## config.mk

```make
export PLATFORM = sky130hd
export DESIGN_NAME = adder_operand_recover
export DESIGN_NICKNAME = d
export VERILOG_FILES = /design/src/rtl/adder_pkg.sv /design/src/rtl/adder_operand_recover_serial_sub_cell.sv /design/src/rtl/adder_operand_recover.sv
export SDC_FILE = /design/constraint.sdc
export NUM_CORES = 1
export LEC_CHECK = 0
export CAP_MARGIN = 40
export CORE_MARGIN = 2
export CORE_UTILIZATION = 35
export DETAILED_ROUTE_END_ITERATION = 12
export MAX_ROUTING_LAYER = met4
export PLACE_DENSITY_LB_ADDON = 0.08
export SYNTH_ARGS = -nofsm -noshare
export SYNTH_HDL_FRONTEND = slang
export SYNTH_SLANG_ARGS = --single-unit
```

## constraint.sdc

```tcl
create_clock -name clk -period 3.4 [get_ports clk]
set_clock_uncertainty 0.15 [all_clocks]
set_input_delay 1.02 -clock clk [delete_from_list [all_inputs] [get_ports clk]]
set_output_delay 1.02 -clock clk [all_outputs]
set_load 0.1 [all_outputs]
```

## src/rtl/adder_pkg.sv

```systemverilog
// Shared definitions for the adder operand recovery checker.
// Contents:
//   state_t      - controller states (ST_IDLE, ST_SHIFT, ST_DONE)
//   ADDER_W      - default operand width
//   full_sub_bit - one-bit subtract with borrow, returns {borrow_out, diff}
package adder_pkg;

  typedef enum logic [1:0] {
    ST_IDLE,
    ST_SHIFT,
    ST_DONE
  } state_t;

  localparam int ADDER_W = 2;

  // Computes sum_i - a_i - brw for one bit position.
  // Bit 1 of the result is the borrow out, bit 0 is the difference bit.
  function automatic logic [1:0] full_sub_bit(input logic sum_i,
                                              input logic a_i,
                                              input logic brw);
    logic d;
    logic brw_out;
    d       = sum_i ^ a_i ^ brw;
    brw_out = (~sum_i & (a_i | brw)) | (a_i & brw);
    return {brw_out, d};
  endfunction

endpackage

```

## src/rtl/adder_operand_recover_serial_sub_cell.sv

```systemverilog
// One-bit serial subtractor with a registered borrow.
// Ports:
//   clk, rst  - clock and synchronous active-high reset
//   load      - seed the borrow flop with load_brw (start of a job)
//   load_brw  - initial borrow value (the adder carry-in)
//   en        - consume one bit this cycle and advance the borrow
//   sum_bit   - current bit of the adder result
//   a_bit     - current bit of the known operand
//   diff_bit  - difference bit for the current position
//   brw_next  - borrow produced by the current position
module serial_sub_cell
  import adder_pkg::*;
(
  input  logic clk,
  input  logic rst,
  input  logic load,
  input  logic load_brw,
  input  logic en,
  input  logic sum_bit,
  input  logic a_bit,
  output logic diff_bit,
  output logic brw_next
);

  logic brw;

  assign {brw_next, diff_bit} = full_sub_bit(sum_bit, a_bit, brw);

  // Load takes precedence so a new job always starts from the carry-in,
  // whatever the previous job left behind.
  always_ff @(posedge clk) begin
    if (rst) begin
      brw <= 1'b0;
    end else if (load) begin
      brw <= load_brw;
    end else if (en) begin
      brw <= brw_next;
    end
  end

endmodule

```

## src/rtl/adder_operand_recover.sv

```systemverilog
// Recovers operand b of a ripple adder from its result {cout, s}, the
// known operand a and the carry-in, using an LSB-first serial borrow chain.
// Flags results that no W-bit b can produce.
// Ports:
//   clk, rst   - clock and synchronous active-high reset
//   in_valid   - upstream has a job
//   in_ready   - block can accept a job (IDLE only)
//   in_sum     - adder result {cout, s[W-1:0]}
//   in_a       - known operand a
//   in_cin     - adder carry-in
//   out_valid  - result available (DONE)
//   out_ready  - downstream accepts the result
//   out_b      - recovered operand b (low W bits of the difference)
//   out_err    - difference was negative or did not fit in W bits
module adder_operand_recover
  import adder_pkg::*;
#(
  parameter int W = ADDER_W
) (
  input  logic         clk,
  input  logic         rst,
  input  logic         in_valid,
  output logic         in_ready,
  input  logic [W:0]   in_sum,
  input  logic [W-1:0] in_a,
  input  logic         in_cin,
  output logic         out_valid,
  input  logic         out_ready,
  output logic [W-1:0] out_b,
  output logic         out_err
);

  // Counter must reach W without wrapping, so it needs ceil(log2(W+1)) bits.
  localparam int CW = $clog2(W + 1);
  localparam logic [CW-1:0] LAST = CW'(W);

  state_t state;
  state_t state_next;

  logic [CW-1:0] cnt;
  logic [W:0]    sum_sh;
  logic [W:0]    a_sh;
  logic [W-1:0]  res_sh;
  logic [W:0]    res_next;
  logic          accept;
  logic          shifting;
  logic          last_bit;
  logic          diff_bit;
  logic          brw_next;

  assign accept   = in_valid & in_ready;
  assign shifting = (state == ST_SHIFT);
  assign last_bit = shifting && (cnt == LAST);

  // Difference bits enter from the MSB side so that after W shifts the
  // register holds d[W-1:0] in place; bit W only feeds the error flag.
  assign res_next = {diff_bit, res_sh};

  serial_sub_cell u_cell (
    .clk      (clk),
    .rst      (rst),
    .load     (accept),
    .load_brw (in_cin),
    .en       (shifting),
    .sum_bit  (sum_sh[0]),
    .a_bit    (a_sh[0]),
    .diff_bit (diff_bit),
    .brw_next (brw_next)
  );

  // State register.
  always_ff @(posedge clk) begin
    if (rst) begin
      state <= ST_IDLE;
    end else begin
      state <= state_next;
    end
  end

  // Next-state and handshake outputs. in_ready is gated by rst so nothing
  // upstream sees the block as ready while it is being reset.
  always_comb begin
    state_next = state;
    in_ready   = 1'b0;
    out_valid  = 1'b0;
    case (state)
      ST_IDLE: begin
        in_ready = ~rst;
        if (in_valid && !rst) begin
          state_next = ST_SHIFT;
        end
      end
      ST_SHIFT: begin
        if (cnt == LAST) begin
          state_next = ST_DONE;
        end
      end
      ST_DONE: begin
        out_valid = 1'b1;
        if (out_ready) begin
          state_next = ST_IDLE;
        end
      end
      default: begin
        state_next = ST_IDLE;
      end
    endcase
  end

  // Datapath: operand capture, bit-serial shifting and result registers.
  // a gets a zero on top so position W subtracts only the pending borrow.
  always_ff @(posedge clk) begin
    if (rst) begin
      cnt     <= '0;
      sum_sh  <= '0;
      a_sh    <= '0;
      res_sh  <= '0;
      out_b   <= '0;
      out_err <= 1'b0;
    end else if (accept) begin
      cnt     <= '0;
      sum_sh  <= in_sum;
      a_sh    <= {1'b0, in_a};
      res_sh  <= '0;
    end else if (shifting) begin
      sum_sh <= sum_sh >> 1;
      a_sh   <= a_sh >> 1;
      res_sh <= res_next[W:1];
      if (last_bit) begin
        cnt     <= '0;
        out_b   <= res_next[W-1:0];
        out_err <= brw_next | diff_bit;
      end else begin
        cnt <= cnt + CW'(1);
      end
    end
  end

endmodule

```

### Word level (Yosys, flattened, before mapping)

Index checks and enable logic that the tools add are counted.

| cells by class | value |
|---|---|
| add/subtract/negate cells | 1 |
| eq/ne operators | 6 |
| multiplexer cells | 13 |
| bitwise logic cells | 11 |
| reduce and logical (&&, ||, !) cells | 8 |

Operator list:

| cell | number |
|---|---|
| 2-bit 2-to-1 mux | 6 |
| 3-bit 2-to-1 mux | 2 |
| 2-bit case mux with 3 select lines | 1 |
| 3-bit AND reduction | 2 |
| 2-bit == test, second input constant | 2 |
| 1-bit 2-to-1 mux | 4 |
| 2-bit != test, second input constant | 2 |
| 1-bit bitwise AND | 3 |
| 1-bit inverter | 3 |
| 1-bit bitwise OR | 3 |
| 2-bit by 1-bit adder with 2-bit output, second input constant | 1 |
| 2-bit by 1-bit == test with 1-bit output, second input constant | 1 |
| 1-bit logical AND | 2 |
| 2-bit zero test | 1 |
| 2-bit by 1-bit != test with 1-bit output, second input constant | 1 |
| 2-bit nonzero test | 1 |
| 2-bit OR reduction | 1 |
| 1-bit XOR | 2 |
| 1-bit zero test | 1 |

| word-level totals | value |
|---|---|
| register bits after elaboration | 15 |
| input bits | 10 |

### Logic depth before layout (Yosys ltp)

| depth | value |
|---|---|
| depth after elaboration | 5 |
| gate-level depth with buffers | 5 |
| depth with buffers taken out | 4 |

### Modules after synthesis

From an unflattened synthesis, not the netlist that was laid out.

| unflattened totals | value |
|---|---|
| cells, all modules | 73 |
| area total of the unflattened synthesis | 665.6 µm² |

By module, submodules not included:

| module | instances | cells an instance | area each (µm²) |
|---|---|---|---|
| adder_operand_recover | 1 | 65 | 585.6 |
| serial_sub_cell | 1 | 8 | 80.1 |

### Worst setup path after synthesis

No wires, ideal clock.

| timing path | value |
|---|---|
| kind | input-to-output |
| start | input port rst |
| end | output port in_ready |
| data arrival time | 3,212 ps |
| required time | 2,230 ps |
| slack | -982 ps |
| stages | 2 |
| cells stage by stage | buf_2 nor3_1 |

| on the way | value |
|---|---|
| cells in the longest elaborated chain, start to end | 2 |

RTL lines:

| what | RTL line | text |
|---|---|---|
| from (decl) | adder_operand_recover.sv:21 | `input logic rst,` |
| 1-bit inverter | adder_operand_recover.sv:88 | `in_ready = ~rst;` |
| 1-bit 2-to-1 mux | adder_operand_recover.sv:86 | `case (state)` |
| to (decl) | adder_operand_recover.sv:23 | `output logic in_ready,` |

No other way between the ends.

### Worst setup path after layout

Same ends and word-level chain as after synthesis.

==> impl_metrics.yaml <==
global_route:
  grt_antenna_before_repair: 0
  grt_remaining_overflow: 0
  gr-usage-all-layers_pct: 14.3
  grt_max_degree: 18
  grt_pass1_wl_mm: 2.04
  grt_pass1_vias: 433
clock_tree:
  tritoncts: "yes"
  clk_latency_ns: 0.28
  htree_num_levels: 1
  post_cts_buffers: 0
  clkTransAtPathRegs_ns: 0.09
  cts.sinks: 15
  cts_buffers: 3
  cts_resized: 0
  hold_buffers: 0
  cts.path.max_buffers: 2
  cts_root_buffer: "clkbuf_4"
die:
  dieHeight_um: 47.2
  boundaryPins: 15
  die_area_um2: 2220
  die_w_um: 47.2
  core_area_um2: 1750
  num_rows: 15
  initial_core_util_pct: 37.3
timing:
  fin_tns_setup_ns: 0
  worstMarginPinSlew_ns: 0.401
  hold_violations: 0
  max_freq_mhz: 332
  finalHoldWorstSlack_ns: 0.313
  period_minus_slack_ns: 3.01
  maxSlewViolCount: 0
  finalCritPeriodShare_pct: 88.6
  slew_headroom_pct: 73.2
  setup_violations: 0
  rsz0062_at_grt: "no"
pwr:
  p_leak_uw: 0.000303
  p_sw_share_pct: 28.0
  seqPwrFrac_pct: 53.3
  p_int_uw: 262
  power_density_nw_per_um2: 428
  vdd_drop_max_uv: 219
  power_frac_clock_pct: 27.8
  power.switching_uw: 102
  combPwrFrac_pct: 18.9
worst_setup_path:
  slowest_stage: "clkdlybuf4s50_1"
  path_class: "input pin to primary output"
  worstSetupEndpointType: "primary output"
  cp.required_ns: 2.23
  worst-endpoint-arrival_ns: 1.84
  slowest_delay_ns: 0.46
  cp-start-kind: "input pin"
  path_max_fanout: 2
  path_cells: "clkdlybuf4s50_1 -> nor3_4 -> buf_12"
flow_run:
  cap_violations: 0
synth:
  ys_ff_latch: 15
  ys_types: 25
  syn-num-nets: 82
  netlist_area_um2: 652
  ys_warn_count: 0
  syn_inst: 71
  synth_area_per_cell_um2: 9.18
  synth_ff_type: "dfxtp_1"
  async_flop_share_pct: 0
  seq_area_frac_synth_pct: 46.1
  synth_edf_count: 0
final_layout:
  area_delta_synth_final_pct: 30.3
  num_antenna_cells: 0
  fillers: 177
  drive_above_1_share_pct: 15.1
  nets: 98
placement:
  gp_congestion: 0.696
  dp_hpwl_um: 870
  io_buffers: 14
drt:
  wire_per_inst_um: 11.6
  postRouteAntennaNets: 0
  drtIter0Drc: 9
  viasPerCell: 4.85
  drc: 0
  wirelength_mm: 1.29
  num_vias: 538
  drt-pass1-iter-count: 4
hold_path:
  hp-class: "register to register"
status:
  status: "complete, no violations"
==> worst paths after layout <==
path	from	slack, ns	end	cells after the start
hold / removal	sum_sh[1]$_SDFFE_PP0P_	0.31	sum_sh[1]$_SDFFE_PP0P_	2
hold reg to reg	sum_sh[1]$_SDFFE_PP0P_	0.31	sum_sh[1]$_SDFFE_PP0P_	2
setup reg to reg	state[1]$_SDFFE_PP0P_	1.81	a_sh[0]$_SDFFE_PP0P_	3
setup / recovery	rst	0.39	in_ready	3
==> final cells by class <==
| cell class | count | area (µm²) | area share, % |
|---|---|---|---|
| timing repair buffer | 15 | 148 | 17.4 |
| sequential | 15 | 300 | 35.3 |
| clock buffer | 4 | 26.3 | 3.09 |
| multi-input combinational | 48 | 329 | 38.7 |
| tap | 25 | 31.3 | 3.68 |
| inverter | 4 | 15.0 | 1.77 |
==> synthesized netlist by cell type, drive strengths merged (2+ instances only) <==
master,count,area [µm²]
o21ai,2,10.0
and4bb,2,25.0
buf,3,15.0
mux2i,2,20.0
nand2,4,15.0
dfxtp,15,300
inv,4,15.0
a21oi,9,45.0
nor2,8,30.0
a22oi,4,30.0
nand3,5,25.0
==> through the flow <==
| step | total power [µW] | setup slack (ns) | util, % | std cells | instance area, µm² |
|---|---|---|---|---|---|
| 6_report | 363 | 0.386 | 48.7 | 111 | 850 |
| 5_1_grt | 384 | 0.333 | 48.7 | 111 | 850 |
| 4_1_cts | 370 | 0.374 | 48.7 | 111 | 850 |
| 3_5_place_dp | 267 | 0.387 | 47.2 | 107 | 823 |
| 3_3_place_gp | 267 | 0.385 | 47.2 | 107 | 823 |
| 2_1_floorplan | 242 | 0.300 | - | 71 | 663 |
==> cell families (layout without fill, tap and decap cells) <==
kind of cell	Yosys count	after routing	synth area share, %
buf+inv	8	23	5.18
flops	15	15	46.1
mux	2	2	3.07
simple gates	26	26	24.6
compound gates	19	19	18.0
fa+ha+maj	1	1	3.07
==> worst max-delay path, delay by kind of cell <==
kind	cells	cell delay (ns)
buffers and inverters	2	0.66
AND/OR/NAND/NOR	1	0.17
==> cells in the final DEF (no fill, tap or decap), types with 2 or more instances in the layout <==
cell type | Yosys | final
dfxtp_1 | 15 | 15
a21oi_1 | 9 | 9
clkdlybuf4s50_1 | 0 | 9
nor2_1 | 8 | 8
nand3_1 | 5 | 5
buf_4 | 0 | 5
inv_1 | 4 | 4
nand2_1 | 4 | 4
a22oi_1 | 4 | 4
clkbuf_4 | 0 | 3
and4bb_2 | 2 | 2
mux2i_1 | 2 | 2
==> state kept, by name (all words and copies together) (netlist names) <==
signal,cells
sum_sh,3
cnt,2
a_sh,2
u_cell.brw,1
state,2
out_b,2
out_err,1
res_sh,2
==> power groups by stage <==
stage	Clock [µW]	Sequential (µW)	Combinational, µW
6_report	101	194	68.6
5_1_grt	114	195	74.8
4_1_cts	107	194	69.8
3_5_place_dp	0	198	69.2
3_3_place_gp	0	198	69.5
2_1_floorplan	0	197	45.0
==> metal layers <==
metal  part of all wire (%)  track usage, %  routed length, µm  vias up
met1                     52            18.8                663      238
met5                      0               -                  0        -
li1                       -               -                  -      285
met3                    4.9            5.77                 63        2
met2                     42            19.7                546       13
met4                    1.0            5.00                 13        0
Note: power is estimated with default switching activity, not from simulation.
